--- config.mk ---
export PLATFORM = sky130hd
export DESIGN_NAME = gray_wptr_gen
export DESIGN_NICKNAME = d
export VERILOG_FILES = /design/src/rtl/gray_wptr_gen_pkg.sv /design/src/rtl/gray_sync2.sv /design/src/rtl/gray_wptr_gen.sv
export SDC_FILE = /design/constraint.sdc
export NUM_CORES = 1
export LEC_CHECK = 0
export ABC_AREA = 1
export CAP_MARGIN = 20
export CORE_UTILIZATION = 40
export DETAILED_ROUTE_END_ITERATION = 10
export PLACE_DENSITY_LB_ADDON = 0.12
export SYNTH_ARGS = -nofsm -noshare
export SYNTH_HDL_FRONTEND = slang
export SYNTH_SLANG_ARGS = --single-unit
export TNS_END_PERCENT = 50
--- constraint.sdc ---
create_clock -name i_clk -period 2.5 [get_ports i_clk]
set_input_delay 0.375 -clock i_clk [delete_from_list [all_inputs] [get_ports i_clk]]
set_output_delay 0.375 -clock i_clk [all_outputs]
set_load 0.02 [all_outputs]
--- src/rtl/gray_wptr_gen_pkg.sv ---
// Shared constants and helpers for the gray write-pointer generator.
// Helpers work on a wide container; callers cast the result to their pointer width.
package gray_wptr_gen_pkg;

   localparam int BW_ADDR_DEF = 4;
   localparam int PW_MAX      = 32;

   typedef logic [PW_MAX-1:0] ptr_max_t;

   function automatic ptr_max_t bin2gray(input ptr_max_t x);
      return x ^ (x >> 1);
   endfunction

   // Write pointer equals this value when the FIFO is full: top two bits inverted.
   function automatic ptr_max_t full_cmp_val(input ptr_max_t rq, input int pw);
      return rq ^ (ptr_max_t'(3) << (pw - 2));
   endfunction

endpackage

--- src/rtl/gray_sync2.sv ---
// Parameterised 2-flop synchroniser, async active-low reset to 0.
// Latency 2 i_clk edges; no flow control.
module gray_sync2 #(
   parameter int W = 5
) (
   input  logic         i_clk,
   input  logic         i_rstn,
   input  logic [W-1:0] i_d,
   output logic [W-1:0] o_q
);

   logic [W-1:0] r_q1;
   logic [W-1:0] r_q2;

   always_ff @(posedge i_clk or negedge i_rstn) begin
      if (!i_rstn) begin
         r_q1 <= '0;
         r_q2 <= '0;
      end else begin
         r_q1 <= i_d;
         r_q2 <= r_q1;
      end
   end

   assign o_q = r_q2;

endmodule

--- src/rtl/gray_wptr_gen.sv ---
// Write-side binary/gray pointer with registered full and overflow pulse; 1-cycle update.
// Writes while full are dropped; GRAY_WPTR_SYNC_EN adds a 2-flop sync on i_rptr_gray.
module gray_wptr_gen
   import gray_wptr_gen_pkg::*;
#(
   parameter int BW_ADDR = BW_ADDR_DEF
) (
   input  logic               i_clk,
   input  logic               i_rstn,
   input  logic               i_inc,
   input  logic [BW_ADDR:0]   i_rptr_gray,
   output logic [BW_ADDR-1:0] o_addr,
   output logic [BW_ADDR:0]   o_ptr_bin,
   output logic [BW_ADDR:0]   o_ptr_gray,
   output logic               o_full,
   output logic               o_ovf
);

   localparam int PW = BW_ADDR + 1;

   logic [PW-1:0] r_bin;
   logic [PW-1:0] r_gray;
   logic          r_full;
   logic          r_ovf;

   logic          w_we;
   logic [PW-1:0] w_bin_nxt;
   logic [PW-1:0] w_gray_nxt;
   logic [PW-1:0] w_rq;
   logic [PW-1:0] w_full_val;
   logic          w_full_nxt;

`ifdef GRAY_WPTR_SYNC_EN
   gray_sync2 #(.W(PW)) u_rptr_sync (
      .i_clk  (i_clk),
      .i_rstn (i_rstn),
      .i_d    (i_rptr_gray),
      .o_q    (w_rq)
   );
`else
   assign w_rq = i_rptr_gray;
`endif

   assign w_we       = i_inc & ~r_full;
   assign w_bin_nxt  = r_bin + PW'(w_we);
   assign w_gray_nxt = PW'(bin2gray(ptr_max_t'(w_bin_nxt)));
   assign w_full_val = PW'(full_cmp_val(ptr_max_t'(w_rq), PW));
   // Compare the next gray value so full asserts on the same edge as the filling write.
   assign w_full_nxt = (w_gray_nxt == w_full_val);

   always_ff @(posedge i_clk or negedge i_rstn) begin
      if (!i_rstn) begin
         r_bin  <= '0;
         r_gray <= '0;
         r_full <= 1'b0;
         r_ovf  <= 1'b0;
      end else begin
         r_bin  <= w_bin_nxt;
         r_gray <= w_gray_nxt;
         r_full <= w_full_nxt;
         r_ovf  <= i_inc & r_full;
      end
   end

   assign o_addr     = r_bin[BW_ADDR-1:0];
   assign o_ptr_bin  = r_bin;
   assign o_ptr_gray = r_gray;
   assign o_full     = r_full;
   assign o_ovf      = r_ovf;

endmodule

# Word-level counts from Yosys, hierarchy flattened
# Cells that the tools add are included.
# totals
regBits	12
inputBits	8
out_inout_bits	16
word_cells	11
# classes
n_addsub	1
n_eq_ne	1
n_bitwise	5
# ops
operator	count
5-bit by 1-bit adder with 5-bit output	1
5-bit equality test	1
5-bit by 4-bit bitwise XOR with 5-bit output	1
1-bit AND	2
2-bit NOT	1
1-bit NOT	1

# Longest topological paths before layout
# Gate-level depths: netlist of run 1.
# depth
word_depth	5
depth_mapped	13
depth_no_buf	13

# Worst setup path before layout of run 1
# Ideal clock, no wire load.
# synth_timing
path_type	register -> register
startpoint	reg r_full, in the netlist o_full
endpoint	reg r_full, in the netlist o_full
setup_time_ns	0.071
arrival_time_ns	1.653
required_ns	2.429
setup_slack_ns	0.776
stages_incl_launch_ff	11
n_path_buf	0
period_less_slack_ns	1.724
path_cell_list	dfrtp_1 > nor2_1 > ha_1 > ha_1 > xor2_1 > nand2_1 > nand2_1 > nand2_1 > nor2_2 > nand2_1 > nor2_1
# synth_via
elab_chain_cells	5
# synth_lines
element	line	rtl
start: declaration	gray_wptr_gen.sv:23	logic r_full;
start signal: assignment	gray_wptr_gen.sv:60	r_full <= w_full_nxt;
1-bit NOT	gray_wptr_gen.sv:44	assign w_we = i_inc & ~r_full;
1-bit AND	gray_wptr_gen.sv:44	
5-bit by 1-bit adder with 5-bit output	gray_wptr_gen.sv:45	assign w_bin_nxt = r_bin + PW'(w_we);
named net w_bin_nxt[1]	gray_wptr_gen.sv:27	logic [PW-1:0] w_bin_nxt;
5-bit by 4-bit bitwise XOR with 5-bit output	gray_wptr_gen_pkg.sv:11	return x ^ (x >> 1);
named net w_gray_nxt[0]	gray_wptr_gen.sv:28	logic [PW-1:0] w_gray_nxt;
5-bit equality test	gray_wptr_gen.sv:49	assign w_full_nxt = (w_gray_nxt == w_full_val);
named net w_full_nxt	gray_wptr_gen.sv:31	logic w_full_nxt;
# The timed path passes the listed nets, and every way through them passes these cells.

# Final worst setup path of run 1
# layout_timing
startpoint	in i_inc
endpoint	reg r_full, in the netlist o_full
# layout_via
elab_chain_cells	4
# layout_lines
element	line	rtl
start: declaration	gray_wptr_gen.sv:10	input logic i_inc,
1-bit AND	gray_wptr_gen.sv:44	
5-bit by 1-bit adder with 5-bit output	gray_wptr_gen.sv:45	
named net w_bin_nxt[4]	gray_wptr_gen.sv:27	
5-bit by 4-bit bitwise XOR with 5-bit output	gray_wptr_gen_pkg.sv:11	
5-bit equality test	gray_wptr_gen.sv:49	
named net w_full_nxt	gray_wptr_gen.sv:31	
# The timed path passes the listed nets, and every way through them passes these cells.

==> flow_summary.toml, run 1 <==
[run_status]
status = "finished clean"

[global_routing]
grt.total_usage_pct = 14.9
grt_max_degree = 12
grt_pass1_wl_um = 1960
grt_pass1_vias = 472
overflow = 0
antenna_found_initial = 0

[power_and_ir_drop]
power.leakage_uw = 0.000435
power.density_nw_per_um2 = 1500
ir_drop_mv = 0.942

[route]
first_iter_violations = 9
drc = 0
wl_per_cell_um = 9.84
viasPerCell = 4.80
routed_wl_um = 1150
first_pass_iters = 4
num_vias = 562
detail-route-antenna-nets = 0

[synth]
synth_compound_area_share_pct = 0
synth.largest_area_cell = "dfrtp_1"
synthXorXnorAreaFrac_pct = 5.60
syn_area_sq_um = 626
yosysWarnings = 0
synth_top_family_by_area = "simple AND/OR/NAND/NOR gates"
yosys.cell_types.count = 14
avgSynthCellArea_sq_um = 7.72
ys_seq_area_share_pct = 44.0
syn_nets = 91
synthSimpleGateAreaFrac_pct = 33.2
synth.ff_latch_count = 11
syn-instance-count = 81
synthAdderAreaFrac_pct = 4.00
synth.mux.area_fraction_pct = 0
synth_top_area_share_pct = 44.0
netlist_top_cells_area = "dfrtp_1 (44%), nand2_1 (19%), buf_4 (7.2%)"

[sta]
period_share_pct = 77.3
fmax_mhz = 517
relSlewSlack_pct = 66.0
final_max_slew_viol_count = 0
worst_slew_pin_slew_ns = 0.509
min_period_ns = 1.93
finalSetupViolations = 0
tns_ns = 0
rsz0062_at_grt = "no"
finalHoldViolations = 0
clock_skew_ns = 0.000924

[floorplanning]
rows = 13
start_util_pct = 45.2
dieArea_sq_um = 1730
fp.dieW_um = 41.5
io_pins = 24
die_h_um = 41.5
coreArea_sq_um = 1380

[setup_path]
crit_required_ns = 2.70
critPathMaxStageDelay_ns = 0.48
path_class = "input pin to flip-flop"
crit_path_max_fanout = 5
cp_num_cells = 13
reg2reg_depth = 9
crit_family = "simple AND/OR/NAND/NOR gates"
cp_num_buf_inv = 2
critPathLaunchType = "input pin"
crit_slowest_cell = "clkdlybuf4s50_1"
crit_chain = "clkdlybuf4s50_1 -> inv_1 -> nor2_1 -> ha_1 -> ha_1 -> nand3_1 -> nand2_1 -> nand2_2 -> nand2_1 -> nand3_1 -> nand2_1 -> nand2_1 -> nor2_1"
cp_common_cell = "nand2_1"
cp.arrival_ns = 2.13
cp-end-kind = "flip-flop"

[finish]
drive_gt1_share_pct = 7.84
area_growth_pct = 36.8
fill_cells = 122
diodes = 0
layout_common_cells = "nand2_1 (32), clkdlybuf4s50_1 (23), dfrtp_1 (11)"
multi_input_area_sq_um = 268
final-seq-area_sq_um = 275
nNetsFinal = 113
final_common_cell = "nand2_1"
final_area_sq_um = 856

[clocking]
clock_latency_ns = 0.26
hold_buffers = 0
cts_tree = "built"
post_cts_resized = 0
cts_sinks = 11
clkTransAtPathRegs_ns = 0.07
postCtsSetupBuffers = 0
cts.path.max_buffers = 2
htreeDepth = 1
cts_inserted_buffers = 3
root_buffer = "clkbuf_4"

[job]
maxCapViolCount = 0

[placed_design]
portBuffers = 23
dp_hpwl_um = 953
postPlaceCellArea_sq_um = 830
routabilityCongestion = 0.711

[hold_path]
hp-class = "input pin to asynchronous set/reset pin"
-- metrics by stage --
step | utilization, % | hold WS, ns | cells | total power [uW] | setup WS, ns
6_report | 61.9 | 0.450 | 117 | 1290 | 0.566
5_1_grt | 61.9 | 0.488 | 117 | 1390 | 0.381
4_1_cts | 61.9 | 0.460 | 117 | 1300 | 0.538
3_5_place_dp | 60.0 | 0.497 | 113 | 1180 | 0.256
3_3_place_gp | 60.0 | 0.493 | 113 | 1160 | 0.297
2_1_floorplan | - | 0.0794 | 81 | 923 | 0.776
-- worst reg2reg max path: stages, from the launching register on --
cell and delay [ns]:
dfrtp_1 0.40, ha_1 0.25, ha_1 0.43, xor2_1 0.20, nand2_1 0.07, nand2_1 0.06, nand2_1 0.05, nor2_2 0.07
nand2_1 0.05, nor2_1 0.09
-- registers in the layout, indices dropped and copies added, names as in the netlist --
| signal | flops |
|---|---|
| o_ptr_bin | 5 |
| o_ptr_gray | 4 |
| o_full | 1 |
| o_ovf | 1 |
-- cell families after synthesis --
kind of cell | count (synthesis)
AND/OR/NAND/NOR | 48
adder cells (fa/ha/maj) | 2
buffers and inverters | 16
flip-flops | 11
XOR/XNOR | 4
-- cell type report --
type | instances | area share (%)
inverter | 10 | 4.39
timing repair buffer | 23 | 26.9
sequential | 11 | 32.2
clock buffer | 4 | 3.07
tap | 15 | 2.19
multi-input combinational | 54 | 31.3
-- synthesized netlist by cell type --
| library cell | count |
|---|---|
| nand2_1 | 32 |
| dfrtp_1 | 11 |
| inv_1 | 8 |
| buf_4 | 6 |
| nand3_1 | 5 |
| nand4_1 | 4 |
| nor2_1 | 3 |
| ha_1 | 2 |
| inv_2 | 2 |
| nand2_2 | 2 |
| xnor2_1 | 2 |
| xor2_1 | 2 |
| nand3b_1 | 1 |
| nor2_2 | 1 |
-- routing by layer --
layer	wire length (um)	track usage, %
met1	531	19.6
met2	591	22.5
met3	28	1.30
met4	0	11.6
met5	0	0
-- power breakdown --
part           switching, uW  internal (uW)  leakage, uW
registers               73.7            261     0.000134
clock network           56.8           61.6    0.0000150
logic                    464            371     0.000285
-- worst paths after layout --
kind	slack (ns)	endpoint	startpoint
min	0.45	o_ptr_bin[0]$_DFF_PN0_	i_rstn
max reg2reg	0.77	o_full$_DFF_PN0_	o_ptr_bin[0]$_DFF_PN0_
max in group asynchronous	1.71	o_ovf$_DFF_PN0_	i_rstn
min in group i_clk	0.50	o_ovf$_DFF_PN0_	o_full$_DFF_PN0_
min reg2reg	0.50	o_ovf$_DFF_PN0_	o_full$_DFF_PN0_
max	0.57	o_full$_DFF_PN0_	i_inc
No activity file was read; power rests on OpenSTA's default activity.
==> inputs of run 2 (changes only) <==
==> constraint.sdc (replaced) <==
create_clock -name i_clk -period 1.9 [get_ports i_clk]
set_input_delay 0.285 -clock i_clk [delete_from_list [all_inputs] [get_ports i_clk]]
set_output_delay 0.285 -clock i_clk [all_outputs]
set_load 0.02 [all_outputs]
==> run 2 against run 1 <==
  * Sequential share of layout area is 2.8 points lower
  * Combinational power is 63% higher
  * Non-clock buffer count is 5 higher
  * Cell area is 9.6% higher
  * Power is 53% higher
  * Critical path depth is 12 lower
  * Via count is 3.9% higher
  * Clock power is 31% higher
  * First-iteration DRC count is 33% lower
  * Global-route usage is 0.93 points higher
  * Setup slack worse by 0.41 ns
  * Die area stayed put
  * Critical endpoint is now o_ptr_bin[2]
==> flow_summary.toml, run 2 (same netlist as run 1, synthesis figures left out) <==
[route]
detail-route-antenna-nets = 0
routed_wl_um = 1250
first_iter_violations = 6
drc = 0
first_pass_iters = 4
wl_per_cell_um = 10.2
viasPerCell = 4.79
num_vias = 584

[sta]
fmax_mhz = 575
period_share_pct = 91.6
final_max_slew_viol_count = 0
rsz0062_at_grt = "no"
finalSetupViolations = 0
relSlewSlack_pct = 67.5
setup_slack_ns = 0.160
min_period_ns = 1.74
finalHoldViolations = 0
clock_skew_ns = 0.00505
timing.hold.ws_ns = 0.351
worst_slew_pin_slew_ns = 0.486
tns_ns = 0

[floorplanning]
start_util_pct = 45.2
rows = 13
die_h_um = 41.5
dieArea_sq_um = 1730
io_pins = 24
fp.dieW_um = 41.5
coreArea_sq_um = 1380

[setup_path]
cp.arrival_ns = 1.46
cp-end-kind = "output port"
path_class = "flip-flop to output port"
crit_family = "buffers and inverters"
crit_required_ns = 1.62
crit_slowest_cell = "clkdlybuf4s50_1"
cp_num_buf_inv = 1
critPathMaxStageDelay_ns = 0.67
crit_chain = "clkdlybuf4s50_1"
r2r_slack_ns = 0.30
critPathLaunchType = "flip-flop"
crit_path_max_fanout = 10

[clocking]
post_cts_resized = 0
cts_sinks = 11
postCtsSetupBuffers = 0
cts_inserted_buffers = 3
root_buffer = "clkbuf_4"
htreeDepth = 1
hold_buffers = 0
cts.path.max_buffers = 2
clock_latency_ns = 0.26
clkTransAtPathRegs_ns = 0.07
cts_tree = "built"

[job]
maxCapViolCount = 0

[global_routing]
grt_use_met1_pct = 19.1
grt_pass1_vias = 561
grt_pass1_wl_um = 2140
busiest_layer = "met2"
overflow = 0
grt_max_degree = 12
antenna_found_initial = 0
grt.total_usage_pct = 15.9
use_met2_pct = 27.2
use_met3_pct = 1.30

[power_and_ir_drop]
power.leakage_uw = 0.000470
power.density_nw_per_um2 = 2090
ir_drop_mv = 1.14

[hold_path]
hp-class = "input pin to asynchronous set/reset pin"

[placed_design]
routabilityCongestion = 0.721
postPlaceCellArea_sq_um = 867
post-place-ws_ns = -0.154
portBuffers = 23
dp_hpwl_um = 996

[finish]
fill_cells = 120
diodes = 0
area_growth_pct = 50.0
nNetsFinal = 118
final_common_cell = "nand2_1"
drive_gt1_share_pct = 17.8
largest_reg_flops = 5
layout_common_cells = "nand2_1 (31), clkdlybuf4s50_1 (23), dfrtp_1 (11)"
utilization_pct = 67.9
final_area_sq_um = 938

[run_status]
status = "finished clean"
==> run 2: changes by cell type in the layout (fill, tap and decap cells not counted), sizes merged <==
cell  delta
buf      +5
==> run 2: final cells by class <==
class	count	area [sq um]	share of cell area, %
Tap cell	15	18.8	2.00
Sequential cell	11	275	29.3
Clock buffer	4	26.3	2.80
Timing Repair Buffer	28	268	28.5
Inverter	10	37.5	4.00
Multi-Input combinational cell	54	313	33.3
==> run 2: worst paths after layout <==
kind,from,endpoint,depth (start not counted)
setup / recovery,o_ptr_bin[2]$_DFF_PN0_,o_ptr_bin[2],1
hold / removal,i_rstn,o_full$_DFF_PN0_,1
setup reg to reg,o_full$_DFF_PN0_,o_full$_DFF_PN0_,11
hold reg to reg,o_full$_DFF_PN0_,o_ovf$_DFF_PN0_,2
max in group asynchronous,i_rstn,o_ptr_bin[1]$_DFF_PN0_,1
min in group i_clk,o_full$_DFF_PN0_,o_ovf$_DFF_PN0_,2
==> run 2: metrics by stage <==
step	instances	total power [uW]
finish	122	1960
global route	122	2110
CTS	122	1830
detailed placement	118	1670
global placement	118	1640
floorplan	81	1210
==> run 2: layer usage <==
metal,wire (um),up-vias
met4,20,0
met1,559,268
met2,642,15
li1,-,299
met3,26,2
met5,0,-
==> run 2: power breakdown <==
group	switching, uW	internal (uW)	total (uW)
clock	73.4	81.0	154
combinational	685	673	1360
sequential	107	344	451
total	866	1100	1960
==> inputs of run 3 (changes only) <==
--- a/config.mk
+++ b/config.mk
@@ -9,7 +9,9 @@
 export CAP_MARGIN = 20
 export CORE_UTILIZATION = 40
 export DETAILED_ROUTE_END_ITERATION = 10
-export PLACE_DENSITY_LB_ADDON = 0.12
+export GPL_TIMING_DRIVEN = 0
+export PLACE_DENSITY = 0.74
+export SLEW_MARGIN = 20
 export SYNTH_ARGS = -nofsm -noshare
 export SYNTH_HDL_FRONTEND = slang
 export SYNTH_SLANG_ARGS = --single-unit
==> run 3 against run 2 <==
  * Clock-buffer cell count unchanged
  * Critical path depth up 12
  * Combinational power down 6%
  * Die area unchanged
  * Highest routed layer unchanged
==> flow_summary.toml, run 3 (same netlist as run 1, synthesis figures left out) <==
[power_and_ir_drop]
combPwrFrac_pct = 68.5
power_frac_seq_pct = 23.2
swShare_pct = 44.9
p_sw_uw = 841
clkPwrFrac_pct = 8.3
ir_drop_mv = 0.960
internal-power_uw = 1030
power.leakage_uw = 0.000463
power.density_nw_per_um2 = 2030

[sta]
clock_skew_ns = 0.000554
relSlewSlack_pct = 67.4
fmax_mhz = 567
final_max_slew_viol_count = 0
finalSetupViolations = 0
finalHoldViolations = 0
setup_slack_ns = 0.135
period_share_pct = 92.9
timing.hold.ws_ns = 0.350
min_period_ns = 1.76
worst_slew_pin_slew_ns = 0.487

[clocking]
hold_buffers = 0
cts_inserted_buffers = 3
htreeDepth = 1
cts_tree = "built"
postCtsSetupBuffers = 0
root_buffer = "clkbuf_4"
cts.path.max_buffers = 2
post_cts_resized = 0
cts_sinks = 11
clkTransAtPathRegs_ns = 0.07
clock_latency_ns = 0.26

[finish]
largest_reg_flops = 5
fill_cells = 116
multi_input_area_sq_um = 290
area_growth_pct = 47.6
diodes = 0
final_common_cell = "nand2_1"
layout_common_cells = "nand2_1 (32), clkdlybuf4s50_1 (23), dfrtp_1 (11)"
drive_gt1_share_pct = 15.7
final-seq-area_sq_um = 275
final_area_sq_um = 923
stdcell_count = 123
nNetsFinal = 119

[route]
wl_per_cell_um = 10.8
drc = 0
first_iter_violations = 16
num_vias = 595
detail-route-antenna-nets = 0
viasPerCell = 4.84
routed_wl_um = 1330
first_pass_iters = 4

[setup_path]
r2r_start = "o_full$_DFF_PN0_"
crit_chain = "clkdlybuf4s50_1 -> inv_1 -> nor2_1 -> ha_2 -> ha_4 -> inv_2 -> nand2_1 -> nand2_2 -> xnor2_1 -> nand2_1 -> nand2_1 -> nand2_1 -> nor2_1"
cp.arrival_ns = 1.96
critPathLaunchType = "input pin"
critPathMaxStageDelay_ns = 0.47
path_class = "input pin to flip-flop"
crit_family = "buffers and inverters"
crit_slowest_cell = "clkdlybuf4s50_1"
crit_path_max_fanout = 5
reg2reg_depth = 11
cp_num_buf_inv = 3
crit_required_ns = 2.10
cp-end-kind = "flip-flop"
r2r_end = "o_full$_DFF_PN0_"
cp_num_cells = 13
cp_common_cell = "nand2_1"
r2r_slack_ns = 0.25

[placed_design]
post-place-ws_ns = -0.270
postPlaceCellArea_sq_um = 875
portBuffers = 23
place_inst = 119
dp_hpwl_um = 1010
routabilityCongestion = 0.748

[run_status]
status = "finished clean"

[floorplanning]
io_pins = 24
dieArea_sq_um = 1730
coreArea_sq_um = 1380
fp.dieW_um = 41.5
start_util_pct = 45.2
rows = 13
die_h_um = 41.5

[global_routing]
grt.total_usage_pct = 17.3
grt_pass1_wl_um = 2280
antenna_found_initial = 0
grt_max_degree = 12
overflow = 0
grt_pass1_vias = 568

[hold_path]
hp-class = "input pin to asynchronous set/reset pin"

[job]
maxCapViolCount = 0
-- run 3: layer usage --
metal,part of all wire [%],GRT usage (%)
met3,3.6,1.30
met4,1.4,11.6
met1,41,20.6
met2,53,29.4
met5,0,0
-- run 3: how the worst max path moves through the flow --
stage	endpoint	slack, ns	startpoint
floorplan	o_full$_DFF_PN0_	0.18	o_full$_DFF_PN0_
global placement	o_full$_DFF_PN0_	-0.21	i_inc
detailed placement	o_full$_DFF_PN0_	-0.27	i_inc
CTS	o_full$_DFF_PN0_	0.005	i_inc
global route	o_full$_DFF_PN0_	-0.01	i_inc
finish	o_full$_DFF_PN0_	0.14	i_inc
-- run 3: cell type report --
| cell class | count | area share [%] |
|---|---|---|
| Multi-Input combinational cell | 54 | 31.4 |
| Sequential cell | 11 | 29.8 |
| Timing Repair Buffer | 23 | 24.9 |
| Buffer | 6 | 4.88 |
| Inverter | 10 | 4.07 |
| Clock buffer | 4 | 2.85 |
| Tap cell | 15 | 2.03 |
-- run 3: power groups by stage --
stage	registers (uW)	logic [uW]	clock network [uW]
final	434	1280	155
after global routing	450	1400	176
after CTS	426	1230	160
after detailed placement	431	1220	0
after global placement	423	1180	0
after floorplan	550	664	0
-- run 3: through the flow --
| step | TNS [ns] | util [%] | power, uW |
|---|---|---|---|
| 4_1_cts | 0 | 65.2 | 1810 |
| 3_5_place_dp | -0.421 | 63.3 | 1650 |
| 2_1_floorplan | 0 | - | 1210 |
| 3_3_place_gp | -0.210 | 63.3 | 1610 |
| 6_report | 0 | 66.8 | 1870 |
| 5_1_grt | -0.0105 | 66.8 | 2030 |
